[src/rtl/bcd_scan_driver.sv]
// Four-digit seven-segment scan controller fed from the display device register.
// The BCD word is shadowed once per frame so a display frame never shows a
// mix of old and new digits. Digit 3 shows a frame heartbeat on its decimal point.
module bcd_scan_driver #(
    parameter int SCAN_DIV  = 50000,
    parameter int BLANK_CYC = 16
) (
    input  logic        clk,
    input  logic        rst,
    input  logic [11:0] bcd_word,
    input  logic        disp_en,
    input  logic        lz_blank,
    output logic [3:0]  an,
    output logic [7:0]  seg,
    output logic        frame_tick
);

    localparam int CNT_W = $clog2(SCAN_DIV);
    localparam logic [CNT_W-1:0] CNT_LAST  = CNT_W'(SCAN_DIV - 1);
    localparam logic [CNT_W-1:0] BLANK_END = CNT_W'(BLANK_CYC);

    if (SCAN_DIV < 2) begin : g_bad_scan_div
        $error("bcd_scan_driver: SCAN_DIV must be at least 2");
    end
    if (BLANK_CYC >= SCAN_DIV) begin : g_bad_blank_cyc
        $error("bcd_scan_driver: BLANK_CYC must be below SCAN_DIV");
    end

    // Segment pattern {g,f,e,d,c,b,a}, active-low, for one hex nibble.
    function automatic logic [6:0] hex7(input logic [3:0] nib);
        logic [6:0] pat;
        case (nib)
            4'h0:    pat = 7'h40;
            4'h1:    pat = 7'h79;
            4'h2:    pat = 7'h24;
            4'h3:    pat = 7'h30;
            4'h4:    pat = 7'h19;
            4'h5:    pat = 7'h12;
            4'h6:    pat = 7'h02;
            4'h7:    pat = 7'h78;
            4'h8:    pat = 7'h00;
            4'h9:    pat = 7'h10;
            4'hA:    pat = 7'h08;
            4'hB:    pat = 7'h03;
            4'hC:    pat = 7'h46;
            4'hD:    pat = 7'h21;
            4'hE:    pat = 7'h06;
            default: pat = 7'h0E;
        endcase
        return pat;
    endfunction

    // Leading-zero suppression: digit 2 hides a zero, digit 1 hides a zero only
    // when everything above it is zero too. Digits 0 and 3 are never hidden.
    function automatic logic digit_blank(input logic [1:0]  sel,
                                         input logic [11:0] val,
                                         input logic        lz);
        logic hide;
        hide = 1'b0;
        if (lz) begin
            case (sel)
                2'd2:    hide = (val[11:8] == 4'h0);
                2'd1:    hide = (val[11:4] == 8'h00);
                default: hide = 1'b0;
            endcase
        end
        return hide;
    endfunction

    // Nibble of the shadowed word belonging to the active digit slot.
    function automatic logic [3:0] pick_nibble(input logic [1:0]  sel,
                                               input logic [11:0] val);
        logic [3:0] nib;
        case (sel)
            2'd0:    nib = val[3:0];
            2'd1:    nib = val[7:4];
            2'd2:    nib = val[11:8];
            default: nib = 4'h0;
        endcase
        return nib;
    endfunction

    logic [CNT_W-1:0] div_cnt;
    logic [1:0]       dsel;
    logic [11:0]      shadow;
    logic             hb;

    logic             cnt_last;
    logic             frame_end;
    logic             in_guard;
    logic             blank_p0;
    logic [3:0]       nib_p0;
    logic [3:0]       an_p0;
    logic [7:0]       seg_p0;

    assign cnt_last  = (div_cnt == CNT_LAST);
    assign frame_end = cnt_last && (dsel == 2'd3);
    assign in_guard  = (div_cnt < BLANK_END);
    assign blank_p0  = digit_blank(dsel, shadow, lz_blank);
    assign nib_p0    = pick_nibble(dsel, shadow);

    // Slot timer, digit select, per-frame shadow capture and heartbeat toggle.
    always_ff @(posedge clk) begin
        if (!rst) begin
            div_cnt    <= '0;
            dsel       <= 2'd0;
            shadow     <= 12'h000;
            hb         <= 1'b0;
            frame_tick <= 1'b0;
        end else begin
            frame_tick <= frame_end;
            if (cnt_last) begin
                div_cnt <= '0;
                dsel    <= dsel + 2'd1;
            end else begin
                div_cnt <= div_cnt + CNT_W'(1);
            end
            if (frame_end) begin
                shadow <= bcd_word;
                hb     <= ~hb;
            end
        end
    end

    // ---- stage 0: decode current slot into anode/segment patterns ----
    // Priority: dark/guard band, then suppressed digit, then the digit glyph.
    always_comb begin
        an_p0  = 4'hF;
        seg_p0 = 8'hFF;
        if (disp_en && !in_guard) begin
            an_p0 = ~(4'b0001 << dsel);
            if (!blank_p0) begin
                if (dsel == 2'd3) begin
                    seg_p0 = {~hb, 7'h7F};
                end else begin
                    seg_p0 = {1'b1, hex7(nib_p0)};
                end
            end
        end
    end

    // ---- stage 1: registered pin drivers ----
    // Pins follow the decode one cycle later; reset forces everything dark.
    always_ff @(posedge clk) begin
        if (!rst) begin
            an  <= 4'hF;
            seg <= 8'hFF;
        end else begin
            an  <= an_p0;
            seg <= seg_p0;
        end
    end

endmodule

[config.mk]
export PLATFORM = sky130hd
export DESIGN_NAME = bcd_scan_driver
export DESIGN_NICKNAME = d
export VERILOG_FILES = /design/src/rtl/bcd_scan_driver.sv
export SDC_FILE = /design/constraint.sdc
export NUM_CORES = 1
export LEC_CHECK = 0
export CAP_MARGIN = 20
export CORE_MARGIN = 2
export CORE_UTILIZATION = 35
export DETAILED_ROUTE_END_ITERATION = 10
export GPL_ROUTABILITY_DRIVEN = 0
export GPL_TIMING_DRIVEN = 0
export PLACE_DENSITY = 0.55
export SLEW_MARGIN = 30
export SYNTH_ARGS = -nofsm -noshare
export SYNTH_HDL_FRONTEND = slang
export SYNTH_SLANG_ARGS = --single-unit
[constraint.sdc]
create_clock -name clk -period 2.7 [get_ports clk]
set_input_delay 0.54 -clock clk [delete_from_list [all_inputs] [get_ports clk]]
set_output_delay 0.54 -clock clk [all_outputs]
set_load 0.03 [all_outputs]
==> flow_summary.toml <==
[critical_path]
endpoint = "seg[6]"
r2r_start = "dsel[1]"
r2r_end = "seg[6]"
rrSetupSlack_ns = 0.34
ff2ff_path_depth = 10
critPathKind = "reg2reg"
critPathLaunch = "dsel[1]"
cp.arrival_ns = 2.53
crit_path_max_fanout = 6
start_kind = "flip-flop"
cp.required_ns = 2.87
end_kind = "flip-flop"

[power]
p_per_area_nw_per_um2 = 439
swShare = 0.223
p_int_uw = 885
leakagePower_nw = 0.963
seqPwrFrac = 0.576
p_sw_uw = 253
clockPowerShare = 0.389
power_frac_comb = 0.035
vdd_drop_max_uv = 166

[synth]
synthArstFlopShare = 0
synth_edf_count = 0
synth_area_leader_cell = "dfxtp_1"
synth_nets = 260
synth.area.top_cells = "dfxtp_1 (42%), ha_1 (6.0%), nand4_1 (5.7%), a21oi_1 (4.3%), nand3_1 (3.8%)"
ys_seq_area_frac = 0.421
syn_area_um2 = 2090
syn_avg_cell_area_um2 = 8.93
yosys_warnings = 0
synth-seq-cells = 44
synth_cells = 234
synth_most_common_cell = "dfxtp_1"
synth_top_area_frac = 0.421
ys_top_cells_by_count = "dfxtp_1 (44), nand4_1 (19), a21oi_1 (18), nor2_1 (18), nand3_1 (16)"
synth.distinct_cells = 37
ys.flop_type = "dfxtp_1"

[floorplan]
row_count = 28
die_w_um = 81.3
start_util = 0.357
die_area_um2 = 6610
dieHeight_um = 81.3
coreArea_um2 = 5850
io_pins = 29

[sta]
final.setup.tns_ns = 0
relSlewSlack = 0.573
worst_slack_ns = 0.340
drv_slew = 0
fmax_mhz = 424
worst_pin_slew_ns = 0.640
rsz0062_at_grt = "no"
setup_viol = 0
period_minus_slack_ns = 2.36
skew_ns = 0.0121
hold_violations = 0
post-route-period-util = 0.874

[place]
dpl-instance-area_um2 = 2460
io_buffers = 28
dp_slack_ns = 0.101
dp.final_hpwl_um = 3330

[clocking]
clockBufferDepth = 2
cts_buffers = 5
htreeDepth = 2
cts_hold_buf = 0
cts_sinks = 44
root_buffer = "clkbuf_8"
cts_tree = "built"
clk_latency_ns = 0.30
clk_pin_slew_ns = 0.09

[finish]
drive_above_1_share = 0.109
n_fill_cell = 591
design_area_um2 = 2590
fin_nets = 299
syn_to_final_growth_pct = 23.9
antenna_cells = 0

[worst_hold_path]
hold_path.class = "reg2reg"

[route]
drt_wl_total_um = 4660
vias = 1768
dr.pass1.iters = 4
via_per_inst = 5.07
drc = 0
ant_nets = 0
dr.first_iter.drc_count = 113
wl_per_cell_um = 13.3

[global_routing]
grt_util_met1 = 0.227
met2_usage = 0.226
grt_use_total = 0.156
grt_pass1_vias = 1652
grtUsageMet3 = 0.0278
busiest_layer = "met1"
antenna_found_initial = 0
grt_max_degree = 14
grt_pass1_wl_um = 7950
gr-total-overflow = 0

[outcome]
outcome = "complete, no violations"

[run]
max_cap_viol_count = 0
-- cell type report --
cell class              instances  area [um^2]  area share
multi-input cells             167         1110       0.427
clock inverters                 1         7.51     0.00290
plain buffers                  16         78.8      0.0304
inverters                       7         26.3      0.0101
repair buffers                 32          310       0.120
well taps                      75         93.8      0.0362
flip-flops and latches         44          881       0.340
clock buffers                   7         86.3      0.0333
-- metal layers --
layer / routed length [um] / up-vias
met5: 0 / -
met1: 2470 / 811
met3: 141 / 2
li1: - / 925
met4: 33 / 0
met2: 2010 / 30
-- critical path: stages (launching register included) --
cell	delay (ns)
dfxtp_1	0.40
inv_1	0.08
ha_1	0.26
a222oi_1	0.33
buf_4	0.19
or2_1	0.17
inv_1	0.08
ha_1	0.24
mux2_2	0.27
a22oi_1	0.13
nand3_1	0.09
-- cell usage in the layout (no fill, tap or decap), types with 3 or more instances in the layout --
cell / n
and3_1: 4
o21ai_1: 15
clkbuf_1: 7
dfxtp_1: 44
nor3_1: 4
xnor2_1: 6
xor2_1: 8
nand4_1: 19
nor2_1: 18
nor4_1: 3
inv_1: 5
clkbuf_8: 6
nand2_1: 12
and4_1: 3
buf_2: 8
nand3_1: 16
ha_1: 10
a222oi_1: 4
a21oi_1: 18
buf_4: 4
mux2i_1: 5
clkdlybuf4s50_1: 28
-- timing repair --
action / CTS / global route
gates resized for setup: 0 / 2
setup buffers: 0 / 4
hold endpoints to repair: 0 / 0
endpoints found under the setup margin: 0 / 3
-- metrics by stage --
step	total power [mW]	hold slack, ns	cells	util
6_report	1.14	0.424	349	0.443
5_1_grt	1.18	0.451	349	0.443
4_1_cts	1.15	0.425	345	0.437
3_5_place_dp	0.710	0.405	337	0.421
3_3_place_gp	0.711	0.402	337	0.421
2_1_floorplan	0.683	0.383	234	-
-- registers in the layout, summed over array words and instances, names as in the netlist --
signal      count
dsel            2
seg             8
an              4
shadow         12
frame_tick      1
div_cnt        16
hb              1
-- power groups by stage --
| stage | Sequential [mW] | Clock (mW) | Combinational (mW) |
|---|---|---|---|
| final | 0.655 | 0.443 | 0.0395 |
| after global routing | 0.657 | 0.477 | 0.0442 |
| after CTS | 0.656 | 0.452 | 0.0399 |
| after detailed placement | 0.671 | 0 | 0.0396 |
| after global placement | 0.671 | 0 | 0.0402 |
| after floorplan | 0.670 | 0 | 0.0131 |
-- cell families after synthesis --
family          after synthesis  share of synthesized area
compound gates               42                      0.114
xor+xnor                     14                     0.0586
fa+ha+maj                    10                     0.0598
buf+inv                      23                     0.0497
flops                        44                      0.421
mux                           7                     0.0347
simple gates                 94                      0.262
-- how the worst min path moves through the flow --
stage                     start  endpoint  slack, ns  cells past startpoint
after global routing         hb    seg[7]       0.45                      1
after floorplan              hb    seg[7]       0.38                      1
final                        hb    seg[7]       0.42                      1
after CTS                    hb    seg[7]       0.43                      1
after global placement       hb    seg[7]       0.40                      1
after detailed placement     hb    seg[7]       0.40                      1
Note: power is estimated with default switching activity, not from simulation.
